==> src/rtl/cpu_seq_pkg.sv <==
// Shared types and encodings for the accumulator-datapath control sequencer.
package cpu_seq_pkg;

    localparam int unsigned INSTR_W   = 8;
    localparam int unsigned OPC_W     = 4;
    localparam int unsigned IMM_W     = 4;
    localparam int unsigned ALU_W     = 4;
    localparam int unsigned SEL_ACC_W = 2;
    localparam int unsigned STATE_W   = 3;

    // Enum values double as the cycle_status encoding.
    typedef enum logic [STATE_W-1:0] {
        S_IDLE   = 3'd0,
        S_FETCH  = 3'd1,
        S_DECODE = 3'd2,
        S_EXEC   = 3'd3,
        S_HALT   = 3'd4,
        S_ERROR  = 3'd5
    } seq_state_e;

    localparam logic [OPC_W-1:0] OP_NOP = 4'h0;
    localparam logic [OPC_W-1:0] OP_ADD = 4'h1;
    localparam logic [OPC_W-1:0] OP_SUB = 4'h2;
    localparam logic [OPC_W-1:0] OP_AND = 4'h3;
    localparam logic [OPC_W-1:0] OP_OR  = 4'h4;
    localparam logic [OPC_W-1:0] OP_XOR = 4'h5;
    localparam logic [OPC_W-1:0] OP_LDI = 4'h6;
    localparam logic [OPC_W-1:0] OP_LDA = 4'h7;
    localparam logic [OPC_W-1:0] OP_STA = 4'h8;
    localparam logic [OPC_W-1:0] OP_JMP = 4'h9;
    localparam logic [OPC_W-1:0] OP_JZ  = 4'hA;
    localparam logic [OPC_W-1:0] OP_JR  = 4'hB;
    localparam logic [OPC_W-1:0] OP_SHL = 4'hC;
    localparam logic [OPC_W-1:0] OP_SHR = 4'hD;
    localparam logic [OPC_W-1:0] OP_ILL = 4'hE;
    localparam logic [OPC_W-1:0] OP_HLT = 4'hF;

    localparam logic [ALU_W-1:0] ALU_ADD = 4'h1;
    localparam logic [ALU_W-1:0] ALU_SUB = 4'h2;
    localparam logic [ALU_W-1:0] ALU_AND = 4'h3;
    localparam logic [ALU_W-1:0] ALU_OR  = 4'h4;
    localparam logic [ALU_W-1:0] ALU_XOR = 4'h5;
    localparam logic [ALU_W-1:0] ALU_SHL = 4'hC;
    localparam logic [ALU_W-1:0] ALU_SHR = 4'hD;

    localparam logic [SEL_ACC_W-1:0] SEL_ACC_ALU = 2'd0;
    localparam logic [SEL_ACC_W-1:0] SEL_ACC_IMM = 2'd1;
    localparam logic [SEL_ACC_W-1:0] SEL_ACC_REG = 2'd2;

    localparam logic SEL_PC_IMM = 1'b0;
    localparam logic SEL_PC_REG = 1'b1;

    typedef struct packed {
        logic                 inc_pc;
        logic                 load_pc;
        logic                 sel_pc;
        logic                 load_acc;
        logic [SEL_ACC_W-1:0] sel_acc;
        logic                 load_reg;
        logic [ALU_W-1:0]     alu_ctrl;
        logic                 halt_req;
    } seq_strb_t;

    // Non-ALU opcodes pass straight through so ALUCtrl always mirrors ir[7:4].
    function automatic logic [ALU_W-1:0] alu_ctrl_of(input logic [OPC_W-1:0] opc);
        case (opc)
            OP_ADD:  return ALU_ADD;
            OP_SUB:  return ALU_SUB;
            OP_AND:  return ALU_AND;
            OP_OR:   return ALU_OR;
            OP_XOR:  return ALU_XOR;
            OP_SHL:  return ALU_SHL;
            OP_SHR:  return ALU_SHR;
            default: return ALU_W'(opc);
        endcase
    endfunction

endpackage

==> src/rtl/cpu_sequencer_decode.sv <==
// Combinational (state, opcode, acc_zero) -> datapath strobe mapping.
// Opcode E behaviour depends on SEQ_ILLEGAL_TRAP_EN.
module seq_decode
    import cpu_seq_pkg::*;
(
    input  seq_state_e       state,
    input  logic [OPC_W-1:0] opc,
    input  logic             acc_zero,
    output seq_strb_t        strb
);

    always_comb begin
        strb          = '0;
        strb.alu_ctrl = alu_ctrl_of(opc);
        strb.sel_acc  = (opc == OP_LDI) ? SEL_ACC_IMM :
                        (opc == OP_LDA) ? SEL_ACC_REG : SEL_ACC_ALU;
        strb.sel_pc   = (opc == OP_JR) ? SEL_PC_REG : SEL_PC_IMM;

        // Load/PC strobes exist only in the single EXEC cycle.
        if (state == S_EXEC) begin
            case (opc)
                OP_ADD, OP_SUB, OP_AND, OP_OR, OP_XOR, OP_SHL, OP_SHR,
                OP_LDI, OP_LDA: begin
                    strb.load_acc = 1'b1;
                    strb.inc_pc   = 1'b1;
                end
                OP_STA: begin
                    strb.load_reg = 1'b1;
                    strb.inc_pc   = 1'b1;
                end
                OP_JMP, OP_JR: strb.load_pc = 1'b1;
                OP_JZ: begin
                    strb.load_pc = acc_zero;
                    strb.inc_pc  = !acc_zero;
                end
`ifdef SEQ_ILLEGAL_TRAP_EN
                OP_ILL: strb.halt_req = 1'b1;
`else
                OP_ILL: strb.inc_pc = 1'b1;
`endif
                OP_HLT: begin
                    strb.inc_pc   = 1'b1;
                    strb.halt_req = 1'b1;
                end
                default: strb.inc_pc = 1'b1;
            endcase
        end
    end

endmodule

==> src/rtl/cpu_sequencer.sv <==
// Fetch/decode/execute sequencer with run/halt control and fetch watchdog.
// Optional SEQ_ILLEGAL_TRAP_EN traps opcode E into HALT and raises illegal_op.
module cpu_sequencer
    import cpu_seq_pkg::*;
#(
    parameter int unsigned FETCH_TIMEOUT = 16,
    parameter int unsigned TO_W          = 5
) (
    input  logic                 clk,
    input  logic                 rst,
    input  logic                 run,
    output logic                 imem_req,
    input  logic                 imem_ready,
    input  logic [INSTR_W-1:0]   instr,
    input  logic                 acc_zero,
    output logic                 IncPC,
    output logic                 LoadPC,
    output logic                 SelPC,
    output logic                 LoadAcc,
    output logic [SEL_ACC_W-1:0] SelAcc,
    output logic                 LoadReg,
    output logic [ALU_W-1:0]     ALUCtrl,
    output logic [IMM_W-1:0]     RegAddr,
    output logic [IMM_W-1:0]     imm,
    output logic [STATE_W-1:0]   cycle_status,
    output logic                 halted,
    output logic                 fetch_err
`ifdef SEQ_ILLEGAL_TRAP_EN
    ,
    output logic                 illegal_op
`endif
);

    seq_state_e           state_q, state_d;
    logic [INSTR_W-1:0]   ir_q, ir_d;
    logic [TO_W-1:0]      wd_q, wd_d;
    seq_strb_t            strb;

    seq_decode u_decode (
        .state    (state_q),
        .opc      (ir_q[INSTR_W-1:IMM_W]),
        .acc_zero (acc_zero),
        .strb     (strb)
    );

`ifdef SEQ_ILLEGAL_TRAP_EN
    logic illegal_q, illegal_d;

    // Set by a trapped opcode E, cleared when run resumes from HALT.
    always_comb begin
        illegal_d = illegal_q;
        if (state_q == S_EXEC && ir_q[INSTR_W-1:IMM_W] == OP_ILL) begin
            illegal_d = 1'b1;
        end else if (state_q == S_HALT && run) begin
            illegal_d = 1'b0;
        end
    end

    always_ff @(posedge clk) begin
        if (!rst) illegal_q <= 1'b0;
        else      illegal_q <= illegal_d;
    end

    assign illegal_op = illegal_q;
`endif

    always_ff @(posedge clk) begin
        if (!rst) begin
            state_q <= S_IDLE;
            ir_q    <= '0;
            wd_q    <= '0;
        end else begin
            state_q <= state_d;
            ir_q    <= ir_d;
            wd_q    <= wd_d;
        end
    end

    // Watchdog only runs while FETCH is waiting; it rests at zero elsewhere.
    always_comb begin
        state_d = state_q;
        ir_d    = ir_q;
        wd_d    = '0;
        case (state_q)
            S_IDLE:   if (run) state_d = S_FETCH;
            S_FETCH: begin
                if (imem_ready) begin
                    ir_d    = instr;
                    state_d = S_DECODE;
                end else begin
                    wd_d = wd_q + TO_W'(1);
                    if (FETCH_TIMEOUT != 0 && wd_d == TO_W'(FETCH_TIMEOUT)) begin
                        state_d = S_ERROR;
                    end
                end
            end
            S_DECODE: state_d = S_EXEC;
            S_EXEC:   state_d = strb.halt_req ? S_HALT : S_FETCH;
            S_HALT:   if (run) state_d = S_FETCH;
            S_ERROR:  state_d = S_ERROR;
            default:  state_d = S_IDLE;
        endcase
    end

    assign imem_req     = (state_q == S_FETCH);
    assign halted       = (state_q == S_HALT);
    assign fetch_err    = (state_q == S_ERROR);
    assign cycle_status = state_q;

    assign IncPC   = strb.inc_pc;
    assign LoadPC  = strb.load_pc;
    assign SelPC   = strb.sel_pc;
    assign LoadAcc = strb.load_acc;
    assign SelAcc  = strb.sel_acc;
    assign LoadReg = strb.load_reg;
    assign ALUCtrl = strb.alu_ctrl;
    assign RegAddr = ir_q[IMM_W-1:0];
    assign imm     = ir_q[IMM_W-1:0];

endmodule

==> config.mk <==
export PLATFORM = sky130hd
export DESIGN_NAME = cpu_sequencer
export DESIGN_NICKNAME = d
export VERILOG_FILES = /design/src/rtl/cpu_seq_pkg.sv /design/src/rtl/cpu_sequencer_decode.sv /design/src/rtl/cpu_sequencer.sv
export SDC_FILE = /design/constraint.sdc
export NUM_CORES = 1
export LEC_CHECK = 0
export CAP_MARGIN = 20
export CORE_UTILIZATION = 25
export CTS_BUF_LIST = sky130_fd_sc_hd__clkbuf_4 sky130_fd_sc_hd__clkbuf_8
export DETAILED_ROUTE_END_ITERATION = 12
export PLACE_DENSITY = 0.49
export SYNTH_ARGS = -nofsm -noshare
export SYNTH_HDL_FRONTEND = slang
export SYNTH_SLANG_ARGS = --single-unit
==> constraint.sdc <==
create_clock -name clk -period 3 [get_ports clk]
set_clock_uncertainty 0.15 [all_clocks]
set_input_delay 0.3 -clock clk [delete_from_list [all_inputs] [get_ports clk]]
set_output_delay 0.3 -clock clk [all_outputs]
set_load 0.03 [all_outputs]
==> impl.org <==
** Route
- For this block, the initial DRC count from the detailed router was 31.
- Dividing the detail-routed wire length by the instance count gives 11.06 um.
- Vias after detailed routing :: 805
- Vias per std cell :: 4.497
- First drt pass iteration count :: 4
- Total Wirelength :: 1980 um
- DRC :: 0
- Routed Antenna Nets :: 0

** Hold path
- The tightest min-delay check is of the reg -> reg type.

** Clock network
- CTS built an H-tree with a depth of 1.
- In this run the post-CTS setup repair buffer count came out at 0.
- Once the clock tree was built, the resizer swapped 0 gates to a different size.
- Clock latency on the worst-skew pair, taken at its later pin, is 0.29 ns.
- Clock tree root driver cell :: sky130_fd_sc_hd__clkbuf_4
- Maximum root-to-sink buffer count :: 2
- TritonCTS built the clock tree.
- Number of buffers inserted by hold repair at cts :: 0
- Clk slew on worst S/H paths :: 0.09 ns
- Cts bufs inserted :: 3
- TritonCTS Sinks :: 16

** Synth
- Area share of the largest cell type after synthesis :: 36.83%
- Number of library cell types mapped by synthesis :: 34
- In the synthesized netlist the async set-or-reset flop fraction comes to 0%.
- By area the synthesized netlist is led by sky130_fd_sc_hd__dfxtp_1 (37%), sky130_fd_sc_hd__nand2_1 (9.1%), sky130_fd_sc_hd__buf_4 (7.8%).
- Instance count of the mapped netlist :: 107
- Number of enable flip-flop cells after synthesis :: 0
- Most instantiated library cell after synthesis :: sky130_fd_sc_hd__nand2_1
- After synthesis the netlist holds a flip-flop and latch count of 16.
- Yosys Warn Count :: 0
- Top FF cell, synth :: sky130_fd_sc_hd__dfxtp_1
- Of all cell types, the one taking the most synthesized area is sky130_fd_sc_hd__dfxtp_1.
- After synthesis the cells add up to 869.6 um^2.
- When the netlist entered floorplanning its net count stood at 122.
- Ranked by instance count, the synthesized netlist is headed by sky130_fd_sc_hd__nand2_1 (21), sky130_fd_sc_hd__dfxtp_1 (16), sky130_fd_sc_hd__buf_4 (9).
- Sequential cells were found to cover 36.83% of the synthesized design area.
- Each instance of the synthesized netlist takes up on average 8.127 um^2.

** Layout
- After routing the design area is 1244 um^2.
- Filler-free cell count of the finished design :: 179
- Final core utilization :: 37.27%
- For this run, the post-layout net count is 149.
- Storage cell area :: 320.3 um^2
- From synthesis to final layout, the design area changed by 43.02%.
- Cells with a size suffix above 1 make up 5.263% of the layout.
- Fill cells :: 360
- Multi-input combinational cell area :: 455.4 um^2
- The repair_antennas step left the layout with diodes totalling 0.

** Timing
- In this run the tightest slew margin relative to its limit is 72.11%.
- Unrepaired setup endpoints after global routing :: false
- F_max :: 423.8 MHz
- Hold violation total from the final report :: 0
- Final number of setup-violating endpoints :: 0
- Part of the cycle the worst path needs :: 78.65%
- Final Max Slew Viols :: 0
- Counting I/O delays and the setup requirement, the final critical path takes 2.359 ns.
- At the pin with the least slew margin, the transition time is 0.4170 ns.
- In the final timing run, aggregate negative setup slack is 0 ns.

** GRT
- Total grt overflow :: 0
- Pin count of the biggest net entering global routing :: 14
- Global-route wire length before repair :: 3105 um
- Number of antenna violations at the first check in global routing :: 0
- In the global route stage, overall resource usage came out at 11.44%.
- The number of global-route vias before repair is 694.

** Placement
- Post-detailed-placement cell area :: 1207 um^2
- I/O Buffers :: 37
- Once placement completed, the tool counted placed cells totaling 175.
- Detailed placement finished with a half-perimeter wire length of 1463 um.
- Placer congestion estimate :: 0.6273

** Floorplan
- Core area :: 3337 um^2
- In this run the core area contains 21 standard-cell rows.
- The die covers 3718 um^2.
- Die height :: 60.98 um
- For this configuration, the core starts out at a cell density of 26.06%.
- In this run the horizontal extent of the chip is 60.98 um.
- Number of primary I/O pins :: 38

** Critical path
- STA classifies the critical path startpoint as a flip-flop.
- Largest fanout on the critical path :: 8
- At the worst endpoint, the required time is 2.55 ns.
- The critical path is of the reg -> out type.
- STA classifies the critical path endpoint as a primary output.
- Worst path arrival time :: 1.91 ns

** Power
- Sum of internal, switching and leakage power :: 0.4958 mW
- VDD IR-drop max :: 0.0002986 V
- Power density normalized to cell area :: 398.7 nW/um^2
- Standby leakage power :: 0.4230 nW

** Flow run
- Max-cap violations in this run came to 0.

** Run status
- The flow ran to the end, and the final reports show no timing, DRC or antenna violations.
[cell families (layout without fill, tap and decap cells)]
group | count (synthesis) | after routing | synth area share (%)
simple gates | 52 | 52 | 32.23
compound gates | 18 | 18 | 14.25
flops | 16 | 16 | 36.83
buf+inv | 16 | 42 | 10.79
xor+xnor | 3 | 3 | 3.022
fa+ha+maj | 2 | 2 | 2.877
[state kept, by name, summed over array words and instances (netlist names)]
register / count
cycle_status: 3
wd_q: 5
ir_q: 8
[per-stage QoR]
stage | setup slack, ns | hold slack, ns
global placement | 0.8608 | 0.3040
global route | 0.4469 | 0.3440
detailed placement | 0.8500 | 0.3159
floorplan | 0.8212 | 0.2848
CTS | 0.6329 | 0.3300
finish | 0.6406 | 0.3256
[power by group]
group | total (mW) | leakage [nW] | switching (mW) | internal [mW]
Sequential | 0.237 | 0.130 | 0.0150 | 0.222
Combinational | 0.115 | 0.272 | 0.0603 | 0.0550
Clock | 0.144 | 0.0210 | 0.0696 | 0.0739
Total | 0.496 | 0.423 | 0.145 | 0.351
[cell usage in the layout (no fill, tap or decap)]
master,instances
sky130_fd_sc_hd__nor4_1,1
sky130_fd_sc_hd__nor4bb_1,1
sky130_fd_sc_hd__a21boi_0,1
sky130_fd_sc_hd__nor3b_1,2
sky130_fd_sc_hd__nor2b_1,2
sky130_fd_sc_hd__ha_1,2
sky130_fd_sc_hd__o221ai_1,1
sky130_fd_sc_hd__a21boi_1,8
sky130_fd_sc_hd__xnor2_1,1
sky130_fd_sc_hd__a21oi_1,4
sky130_fd_sc_hd__or4b_1,1
sky130_fd_sc_hd__clkdlybuf4s50_1,37
sky130_fd_sc_hd__nand2_1,21
sky130_fd_sc_hd__clkbuf_8,1
sky130_fd_sc_hd__and4b_2,1
sky130_fd_sc_hd__nand3_1,2
sky130_fd_sc_hd__nand3b_1,1
sky130_fd_sc_hd__dfxtp_1,16
sky130_fd_sc_hd__xor2_1,2
sky130_fd_sc_hd__and2_1,2
sky130_fd_sc_hd__clkbuf_4,3
sky130_fd_sc_hd__and2b_1,1
sky130_fd_sc_hd__a31oi_1,1
sky130_fd_sc_hd__or3_1,1
sky130_fd_sc_hd__nor3_1,3
sky130_fd_sc_hd__o2111ai_1,1
sky130_fd_sc_hd__nor3b_2,1
sky130_fd_sc_hd__nand4_1,1
sky130_fd_sc_hd__o21ai_1,1
sky130_fd_sc_hd__nor2_1,7
sky130_fd_sc_hd__nand2b_1,2
sky130_fd_sc_hd__nand2b_4,1
sky130_fd_sc_hd__inv_1,1
sky130_fd_sc_hd__o21bai_1,1
sky130_fd_sc_hd__and3_1,1
[worst max-delay path, cell delays in order (launching register included)]
cell	delay, ns
sky130_fd_sc_hd__dfxtp_1	0.47
sky130_fd_sc_hd__nand3b_1	0.22
sky130_fd_sc_hd__nor4_1	0.22
sky130_fd_sc_hd__clkdlybuf4s50_1	0.71
[layer usage]
metal  wire (um)  track usage (%)  up-vias  part of all wire (%)
li1            -                -      406                     -
met1         999            15.80      379                    50
met2         884            17.11       20                    45
met3          97            4.478        0                   4.9
met4           0            1.948        0                     0
met5           0                0        -                     0
[path summary, 6_finish.rpt]
check                  startpoint  slack, ns  cells after the start              end
hold / removal            ir_q[0]       0.33                      2          ir_q[0]
setup / recovery  cycle_status[1]       0.64                      3          LoadReg
hold reg to reg           ir_q[0]       0.33                      2          ir_q[0]
setup reg to reg          wd_q[0]       1.42                      3  cycle_status[2]
[final cells by class]
type                            instances  share of cell area (%)
Inverter                                1                  0.3018
Multi-Input combinational cell         75                   36.62
Tap cell                               46                   4.628
Timing Repair Buffer                   37                   29.78
Sequential cell                        16                   25.75
Clock buffer                            4                   2.918
No activity file was read; power rests on OpenSTA's default activity.
